## config.mk

```make
export PLATFORM = sky130hd
export DESIGN_NAME = delay_chain_ctrl
export DESIGN_NICKNAME = d
export VERILOG_FILES = /design/src/rtl/delay_chain_pkg.sv /design/src/rtl/delay_tap_chain.sv /design/src/rtl/delay_chain_ctrl.sv
export SDC_FILE = /design/constraint.sdc
export NUM_CORES = 1
export LEC_CHECK = 0
export BUFFER_PORTS_ARGS = -buffer_cell sky130_fd_sc_hd__buf_4
export CAP_MARGIN = 10
export CORE_MARGIN = 5
export CORE_UTILIZATION = 61
export DETAILED_ROUTE_END_ITERATION = 10
export PLACE_DENSITY_LB_ADDON = 0.15
export SLEW_MARGIN = 20
export SYNTH_ARGS = -nofsm -noshare
export SYNTH_HDL_FRONTEND = slang
export SYNTH_SLANG_ARGS = --single-unit
```

## constraint.sdc

```tcl
create_clock -name clk -period 2.17 [get_ports clk]
set_input_delay 0 -clock clk [delete_from_list [all_inputs] [get_ports clk]]
set_output_delay 0 -clock clk [all_outputs]
set_load 0.02 [all_outputs]
```

## src/rtl/delay_chain_pkg.sv

```systemverilog
// Shared types and helpers for the runtime-programmable delay line.
package delay_chain_pkg;

  typedef enum logic {FILL, RUN} dc_state_t;

  function automatic int unsigned clamp_len(input int unsigned value, input int unsigned max_len);
    return (value > max_len) ? max_len : value;
  endfunction

endpackage

```

## src/rtl/delay_tap_chain.sv

```systemverilog
// MAX_LEN-deep shift register with enable and synchronous clear; every tap is exposed.
module delay_tap_chain #(
  parameter int unsigned DW      = 8,
  parameter int unsigned MAX_LEN = 16
) (
  input  logic          clk,
  input  logic          rst,
  input  logic          en,
  input  logic [DW-1:0] in,
  output logic [DW-1:0] taps [MAX_LEN]
);

  logic [DW-1:0] tap_q [MAX_LEN];

  always_ff @(posedge clk) begin
    if (rst) begin
      for (int k = 0; k < MAX_LEN; k++) begin
        tap_q[k] <= '0;
      end
    end else if (en) begin
      tap_q[0] <= in;
      for (int k = 1; k < MAX_LEN; k++) begin
        tap_q[k] <= tap_q[k-1];
      end
    end
  end

  assign taps = tap_q;

endmodule

```

## src/rtl/delay_chain_ctrl.sv

```systemverilog
// Delay line controller: runtime delay selection, fill tracking and output masking.
module delay_chain_ctrl
  import delay_chain_pkg::*;
#(
  parameter int unsigned DW      = 8,
  parameter int unsigned MAX_LEN = 16,
  parameter int unsigned DEF_LEN = 4,
  parameter int unsigned LW      = $clog2(MAX_LEN + 1)
) (
  input  logic          clk,
  input  logic          rst,
  input  logic          en,
  input  logic [DW-1:0] in,
  input  logic [LW-1:0] dly_set,
  input  logic          dly_load,
  output logic [DW-1:0] out,
  output logic          out_valid,
  output logic [LW-1:0] dly_cur,
  output logic          busy,
  output logic          cfg_err
);

  localparam logic [LW-1:0] MaxLenL  = LW'(MAX_LEN);
  localparam logic [LW-1:0] DefLenL  = LW'(DEF_LEN);
  localparam dc_state_t     RstState = (DEF_LEN == 0) ? RUN : FILL;

  logic [DW-1:0] taps [MAX_LEN];

  delay_tap_chain #(
    .DW     (DW),
    .MAX_LEN(MAX_LEN)
  ) u_chain (
    .clk (clk),
    .rst (rst),
    .en  (en),
    .in  (in),
    .taps(taps)
  );

  dc_state_t     state_q, state_d;
  logic [LW-1:0] fill_cnt_q, fill_cnt_d;
  logic [LW-1:0] dly_cur_q, dly_cur_d;
  logic          cfg_err_q, cfg_err_d;
  logic [LW-1:0] fill_inc;

  assign fill_inc = fill_cnt_q + LW'(1);

  // A load wins over fill progress; the sample shifted alongside a load is not counted.
  always_comb begin
    state_d    = state_q;
    fill_cnt_d = fill_cnt_q;
    dly_cur_d  = dly_cur_q;
    cfg_err_d  = 1'b0;
    if (dly_load) begin
      dly_cur_d  = LW'(clamp_len(32'(dly_set), MAX_LEN));
      cfg_err_d  = (dly_set > MaxLenL);
      fill_cnt_d = '0;
      state_d    = (dly_cur_d == '0) ? RUN : FILL;
    end else if (state_q == FILL && en) begin
      if (fill_inc == dly_cur_q) begin
        state_d    = RUN;
        fill_cnt_d = '0;
      end else begin
        fill_cnt_d = fill_inc;
      end
    end
  end

  always_ff @(posedge clk) begin
    if (rst) begin
      state_q    <= RstState;
      fill_cnt_q <= '0;
      dly_cur_q  <= DefLenL;
      cfg_err_q  <= 1'b0;
    end else begin
      state_q    <= state_d;
      fill_cnt_q <= fill_cnt_d;
      dly_cur_q  <= dly_cur_d;
      cfg_err_q  <= cfg_err_d;
    end
  end

  // Zero delay bypasses the chain entirely.
  always_comb begin
    out = in;
    for (int k = 0; k < MAX_LEN; k++) begin
      if (dly_cur_q == LW'(k + 1)) begin
        out = taps[k];
      end
    end
  end

  assign out_valid = (state_q == RUN);
  assign busy      = (state_q == FILL);
  assign dly_cur   = dly_cur_q;
  assign cfg_err   = cfg_err_q;

endmodule

```

==> impl_metrics.py, run 1 <==
metrics = {
    "status": {
        "outcome": "complete, but fails checks",
        "violations": "negative setup slack",
    },
    "critical_path": {
        "arrival_ps": 2600,
        "crit_type": "reg2out",
        "crit_path_max_fanout": 8,
        "start_kind": "flop",
        "r2r_end": "fill_cnt_q[2]",
        "reg2reg_depth": 9,
        "cp.required_ps": 2170,
        "rrSetupSlack_ps": 180,
        "r2r_start": "dly_cur[3]",
        "crit_path_end": "out[1]",
        "crit_start": "dly_cur[1]",
        "endpoint_kind": "output pin",
    },
    "logic_synthesis": {
        "avgSynthCellArea_sq_um": 8.87,
        "synth_area_sq_um": 6820,
        "synth.area.top_cells": "dfxtp_1 41%, mux2i_1 21%, nor2_1 8.9%",
        "syn_nets": 787,
        "async_flop_share": 0,
        "synth_cell_types": 63,
        "synthCells": 769,
        "yosys_warnings": 0,
        "synth_area_leader_cell": "dfxtp_1",
        "synth_ff_type": "dfxtp_1",
        "ys_seq_area_frac": 0.411,
        "synth-seq-cells": 140,
        "synth_edf_count": 0,
        "synth_top_cell_area_share": 0.411,
    },
    "finish": {
        "syn2layout_area_growth_pct": 27.9,
        "drive_above_1_share": 0.249,
        "final_common_cell": "nor2_1",
        "n_fill_cell": 724,
        "final_area_sq_um": 8730,
        "layout_common_cells": "159 x nor2_1, 141 x mux2i_1, 135 x dfxtp_1",
        "final_nets": 878,
        "instances_no_fill": 1014,
    },
    "worst_hold_path": {
        "hp-class": "in2reg",
    },
    "cts": {
        "htreeDepth": 4,
        "clk_latency_ps": 540,
        "clock-sinks": 140,
        "clockBufferDepth": 2,
        "cts_tree": "done",
        "clk_pin_slew_worst_paths_ps": 60,
        "cts_root_buffer": "clkbuf_8",
        "cts_buffers": 17,
    },
    "timing": {
        "fin_crit_sh": 1.20,
        "finalSetupTns_ps": -2800,
        "fin_ws_ps": -430,
        "maxSlewHeadroom": 0.484,
        "rsz0062_at_grt": "true",
        "worst_pin_slew_ps": 773,
        "finalMaxSlewViolations": 0,
        "clock.fmax_ghz": 0.385,
        "final_hold_viol_count": 0,
        "clock_skew_ps": 6.05,
        "fin_crit_ps": 2600,
        "fin_hold_ws_ps": 262,
        "finalSetupViolations": 8,
    },
    "route": {
        "vias": 6147,
        "routedWlPerCell_um": 19.4,
        "drtIter0Drc": 531,
        "ant_nets": 0,
        "vias_per_cell": 6.06,
        "wirelength_um": 19700,
        "first_pass_iters": 5,
        "route.detailed.drc": 0,
    },
    "place": {
        "io_buffers": 32,
        "dp_slack_ps": -20.5,
        "dpl_cell_area_sq_um": 7480,
        "gp_congestion": 0.911,
        "place_inst": 946,
        "dp_hpwl_um": 13100,
    },
    "die": {
        "num_rows": 38,
        "start_util": 0.627,
        "die_h_um": 116,
        "core_sq_um": 10900,
        "ios": 33,
        "fp.dieW_um": 116,
        "dieArea_sq_um": 13400,
    },
    "power_and_ir_drop": {
        "irDropWorstVdd_uv": 739,
        "leakage_nw": 3.79,
        "p_per_area_nw_per_um2": 711,
    },
    "job": {
        "cap_viol_max_count": 0,
    },
    "global_routing": {
        "antenna_found_initial": 0,
        "groute.usage.overall": 0.306,
        "grt_pass1_vias": 6169,
        "grt_pass1_wl_um": 31900,
        "gr-total-overflow": 0,
        "grt_max_degree": 79,
    },
}
## kinds of logic (layout without fill, tap and decap cells)
logic type      after synthesis  count (layout)  share of synthesized area
buf+inv                      65             169                     0.0448
xor+xnor                      9               9                     0.0116
compound gates              127             127                      0.125
mux                         144             144                      0.212
fa+ha+maj                     1               1                    0.00183
simple gates                283             283                      0.195
flops                       140             140                      0.411
other cells                   0               1                          0
## worst min path at each step
stage,startpoint,end,slack [ps],depth (start not counted)
global route,in[2],u_chain.taps[122],280,4
finish,in[1],u_chain.taps[121],260,4
floorplan,dly_set[4],dly_cur[2],110,1
CTS,in[6],u_chain.taps[126],240,4
global placement,dly_set[4],dly_cur[2],250,2
detailed placement,dly_set[4],dly_cur[2],240,2
## Yosys cell counts (all sizes together), types with 3 or more instances
library cell	count
a21o	3
a21oi	35
a221o	3
a221oi	5
a222oi	3
a22o	3
a22oi	4
a31oi	4
a32oi	8
and2	3
and3	4
buf	36
clkbuf	21
dfxtp	140
inv	8
mux2	3
mux2i	141
nand2	37
nand2b	12
nand3	11
nand3b	8
nor2	162
nor2b	11
nor3	14
nor3b	4
nor4	4
nor4b	3
o211ai	4
o21a	4
o21ai	24
o22ai	9
or2	3
xnor2	6
xor2	3
## sequential cells by signal (all words and copies together), names as in the netlist
name	flops
out_valid	1
cfg_err	1
fill_cnt_q	5
u_chain.taps	128
dly_cur	5
## repair_timing
item | CTS | global route
resized for setup | 75 | 27
setup endpoints to repair | 8 | 8
pin swaps | 29 | 15
hold buffers | 17 | 0
hold endpoints to repair | 44 | 0
buffers inserted | 16 | 4
## layer usage
layer  share of wire  global-route usage  vias up
li1                -                   -     2897
met4           0.024              0.0936        0
met2            0.47               0.503      212
met3           0.058              0.0695       44
met1            0.44               0.402     2994
met5               0                   0        -
## power by group
group / internal, W / leakage (nW) / switching (W)
clock: 0.00164 / 0.273 / 0.00111
sequential: 0.00259 / 1.13 / 0.0000316
combinational: 0.000385 / 2.39 / 0.000451
total: 0.00461 / 3.79 / 0.00159
## per-stage QoR
| stage | total power [W] | utilization |
|---|---|---|
| floorplan | 0.00311 | - |
| global placement | 0.00337 | 0.687 |
| detailed placement | 0.00338 | 0.687 |
| CTS | 0.00619 | 0.788 |
| global route | 0.00642 | 0.801 |
| finish | 0.00620 | 0.802 |
## worst max-delay path, cell delays in order (launching register included)
cell and delay, ps:
dfxtp_4 370, buf_12 150, buf_8 120, nand4b_1 120, nor2_2 80, a221o_1 350
a211o_1 240, o211ai_1 280, a31oi_1 160, buf_4 190
## layout make-up
cell class              count  area, sq um  area share
multi-input cells         564         4000       0.459
flip-flops and latches    140         2820       0.323
repair buffers            129         1130       0.130
clock buffers              22          473      0.0542
well taps                 140          175      0.0201
clock inverters            10         90.1      0.0103
inverters                   8         30.0     0.00344
diodes                      1         2.50    0.000287
No activity file was read; power rests on OpenSTA's default activity.
==> run 2: changes to the inputs <==
--- a/config.mk
+++ b/config.mk
@@ -10,8 +10,8 @@
 export CORE_MARGIN = 5
 export CORE_UTILIZATION = 61
 export DETAILED_ROUTE_END_ITERATION = 10
-export PLACE_DENSITY_LB_ADDON = 0.15
-export SLEW_MARGIN = 20
+export GPL_TIMING_DRIVEN = 0
+export PLACE_DENSITY = 0.88
 export SYNTH_ARGS = -nofsm -noshare
 export SYNTH_HDL_FRONTEND = slang
 export SYNTH_SLANG_ARGS = --single-unit
==> impl_metrics.py, run 2 (synthesized netlist as in run 1, its figures left out) <==
metrics = {
    "die": {
        "ios": 33,
        "core_sq_um": 10900,
        "die_h_um": 116,
        "num_rows": 38,
        "fp.dieW_um": 116,
        "start_util": 0.627,
        "dieArea_sq_um": 13400,
    },
    "timing": {
        "finalSetupViolations": 8,
        "finalSetupTns_ps": -3700,
        "worst_pin_slew_ps": 908,
        "fin_crit_sh": 1.24,
        "fin_hold_ws_ps": 264,
        "finalMaxSlewViolations": 0,
        "maxSlewHeadroom": 0.394,
        "final_hold_viol_count": 0,
        "fin_ws_ps": -526,
        "fin_crit_ps": 2700,
        "rsz0062_at_grt": "true",
        "clock_skew_ps": 8.90,
        "clock.fmax_ghz": 0.371,
    },
    "finish": {
        "fin_util": 0.792,
        "layout_common_cells": "155 x nor2_1, 137 x mux2i_1, 135 x dfxtp_1",
        "area.sequential_sq_um": 2810,
        "drive_above_1_share": 0.215,
        "final_nets": 881,
        "n_fill_cell": 651,
        "syn2layout_area_growth_pct": 26.3,
        "largest_reg_flops": 128,
        "multi_input_area_sq_um": 4010,
        "diodes": 0,
        "final_common_cell": "nor2_1",
    },
    "global_routing": {
        "grt_pass1_wl_um": 36000,
        "grt_pass1_vias": 6674,
        "groute.usage.overall": 0.353,
        "gr-total-overflow": 0,
        "grt_max_degree": 17,
        "antenna_found_initial": 0,
    },
    "critical_path": {
        "cp.required_ps": 2170,
        "crit_path_max_fanout": 6,
        "endpoint_kind": "output pin",
        "arrival_ps": 2700,
        "crit_type": "reg2out",
        "reg2reg_depth": 7,
        "start_kind": "flop",
    },
    "route": {
        "vias_per_cell": 6.60,
        "routedWlPerCell_um": 23.6,
        "route.detailed.drc": 0,
        "drtIter0Drc": 1110,
        "ant_nets": 0,
        "wirelength_um": 24000,
        "vias": 6706,
        "first_pass_iters": 9,
    },
    "status": {
        "violations": "negative setup slack",
        "outcome": "complete, but fails checks",
    },
    "power_and_ir_drop": {
        "p_total_w": 0.00621,
        "p_per_area_nw_per_um2": 721,
        "irDropWorstVdd_uv": 574,
        "leakage_nw": 3.70,
    },
    "place": {
        "dp_hpwl_um": 15500,
        "gp_congestion": 1.07,
        "dp_slack_ps": -417,
        "io_buffers": 31,
    },
    "cts": {
        "clockBufferDepth": 2,
        "clk_pin_slew_worst_paths_ps": 70,
        "clock-sinks": 140,
        "cts_root_buffer": "clkbuf_8",
        "htreeDepth": 4,
        "clk_latency_ps": 550,
        "cts_buffers": 17,
        "cts_tree": "done",
    },
    "worst_hold_path": {
        "hp-class": "in2reg",
        "worstHoldPathCells": 4,
    },
    "job": {
        "cap_viol_max_count": 0,
    },
}
-- run 2: per-stage QoR --
stage,area (sq um),instances
2_1_floorplan,6820,769
3_3_place_gp,7230,940
3_5_place_dp,7230,940
4_1_cts,8410,1011
5_1_grt,8620,1016
6_report,8620,1016
-- run 2: layer usage --
metal	global-route usage	part of all wire	vias to the layer above
met4	0.185	0.061	0
met3	0.0888	0.11	140
met1	0.434	0.38	3171
met5	0	0	-
li1	-	-	2900
met2	0.574	0.46	495
-- run 2: area by class of cell --
type / instances / area share
multi-input cells: 564 / 0.466
flip-flops and latches: 140 / 0.327
repair buffers: 75 / 0.0755
clock buffers: 21 / 0.0533
plain buffers: 57 / 0.0444
well taps: 140 / 0.0203
clock inverters: 11 / 0.0109
inverters: 8 / 0.00348
-- run 2: path summary, 6_finish.rpt --
check | endpoint | slack, ps | start
setup / recovery | out[7] | -530 | dly_cur[0]
hold / removal | dly_cur[2] | 260 | dly_set[2]
setup reg to reg | fill_cnt_q[4] | 140 | fill_cnt_q[0]
hold reg to reg | u_chain.taps[4] | 490 | u_chain.taps[4]
-- run 2: what timing repair did --
action | CTS | global route
cloned | 4 | 0
gates resized for setup | 82 | 36
hold buffers | 18 | 0
pin swaps | 15 | 16
buffers inserted | 17 | 5
endpoints found under the hold margin | 20 | 0
setup endpoints to repair | 8 | 9
-- run 2: worst max-delay path, stage by stage, from the launching register on --
cell	delay [ps]
dfxtp_2	360
buf_6	140
nor3b_4	330
nand2_4	150
buf_4	160
buf_4	130
nand2_1	60
a21oi_1	70
o211ai_1	440
a221oi_4	140
buf_6	160
-- run 2: where the power goes --
group | internal, W | total (W) | switching, W
logic | 0.000354 | 0.000856 | 0.000503
clock network | 0.00160 | 0.00273 | 0.00113
registers | 0.00260 | 0.00262 | 0.0000290
total | 0.00455 | 0.00621 | 0.00166
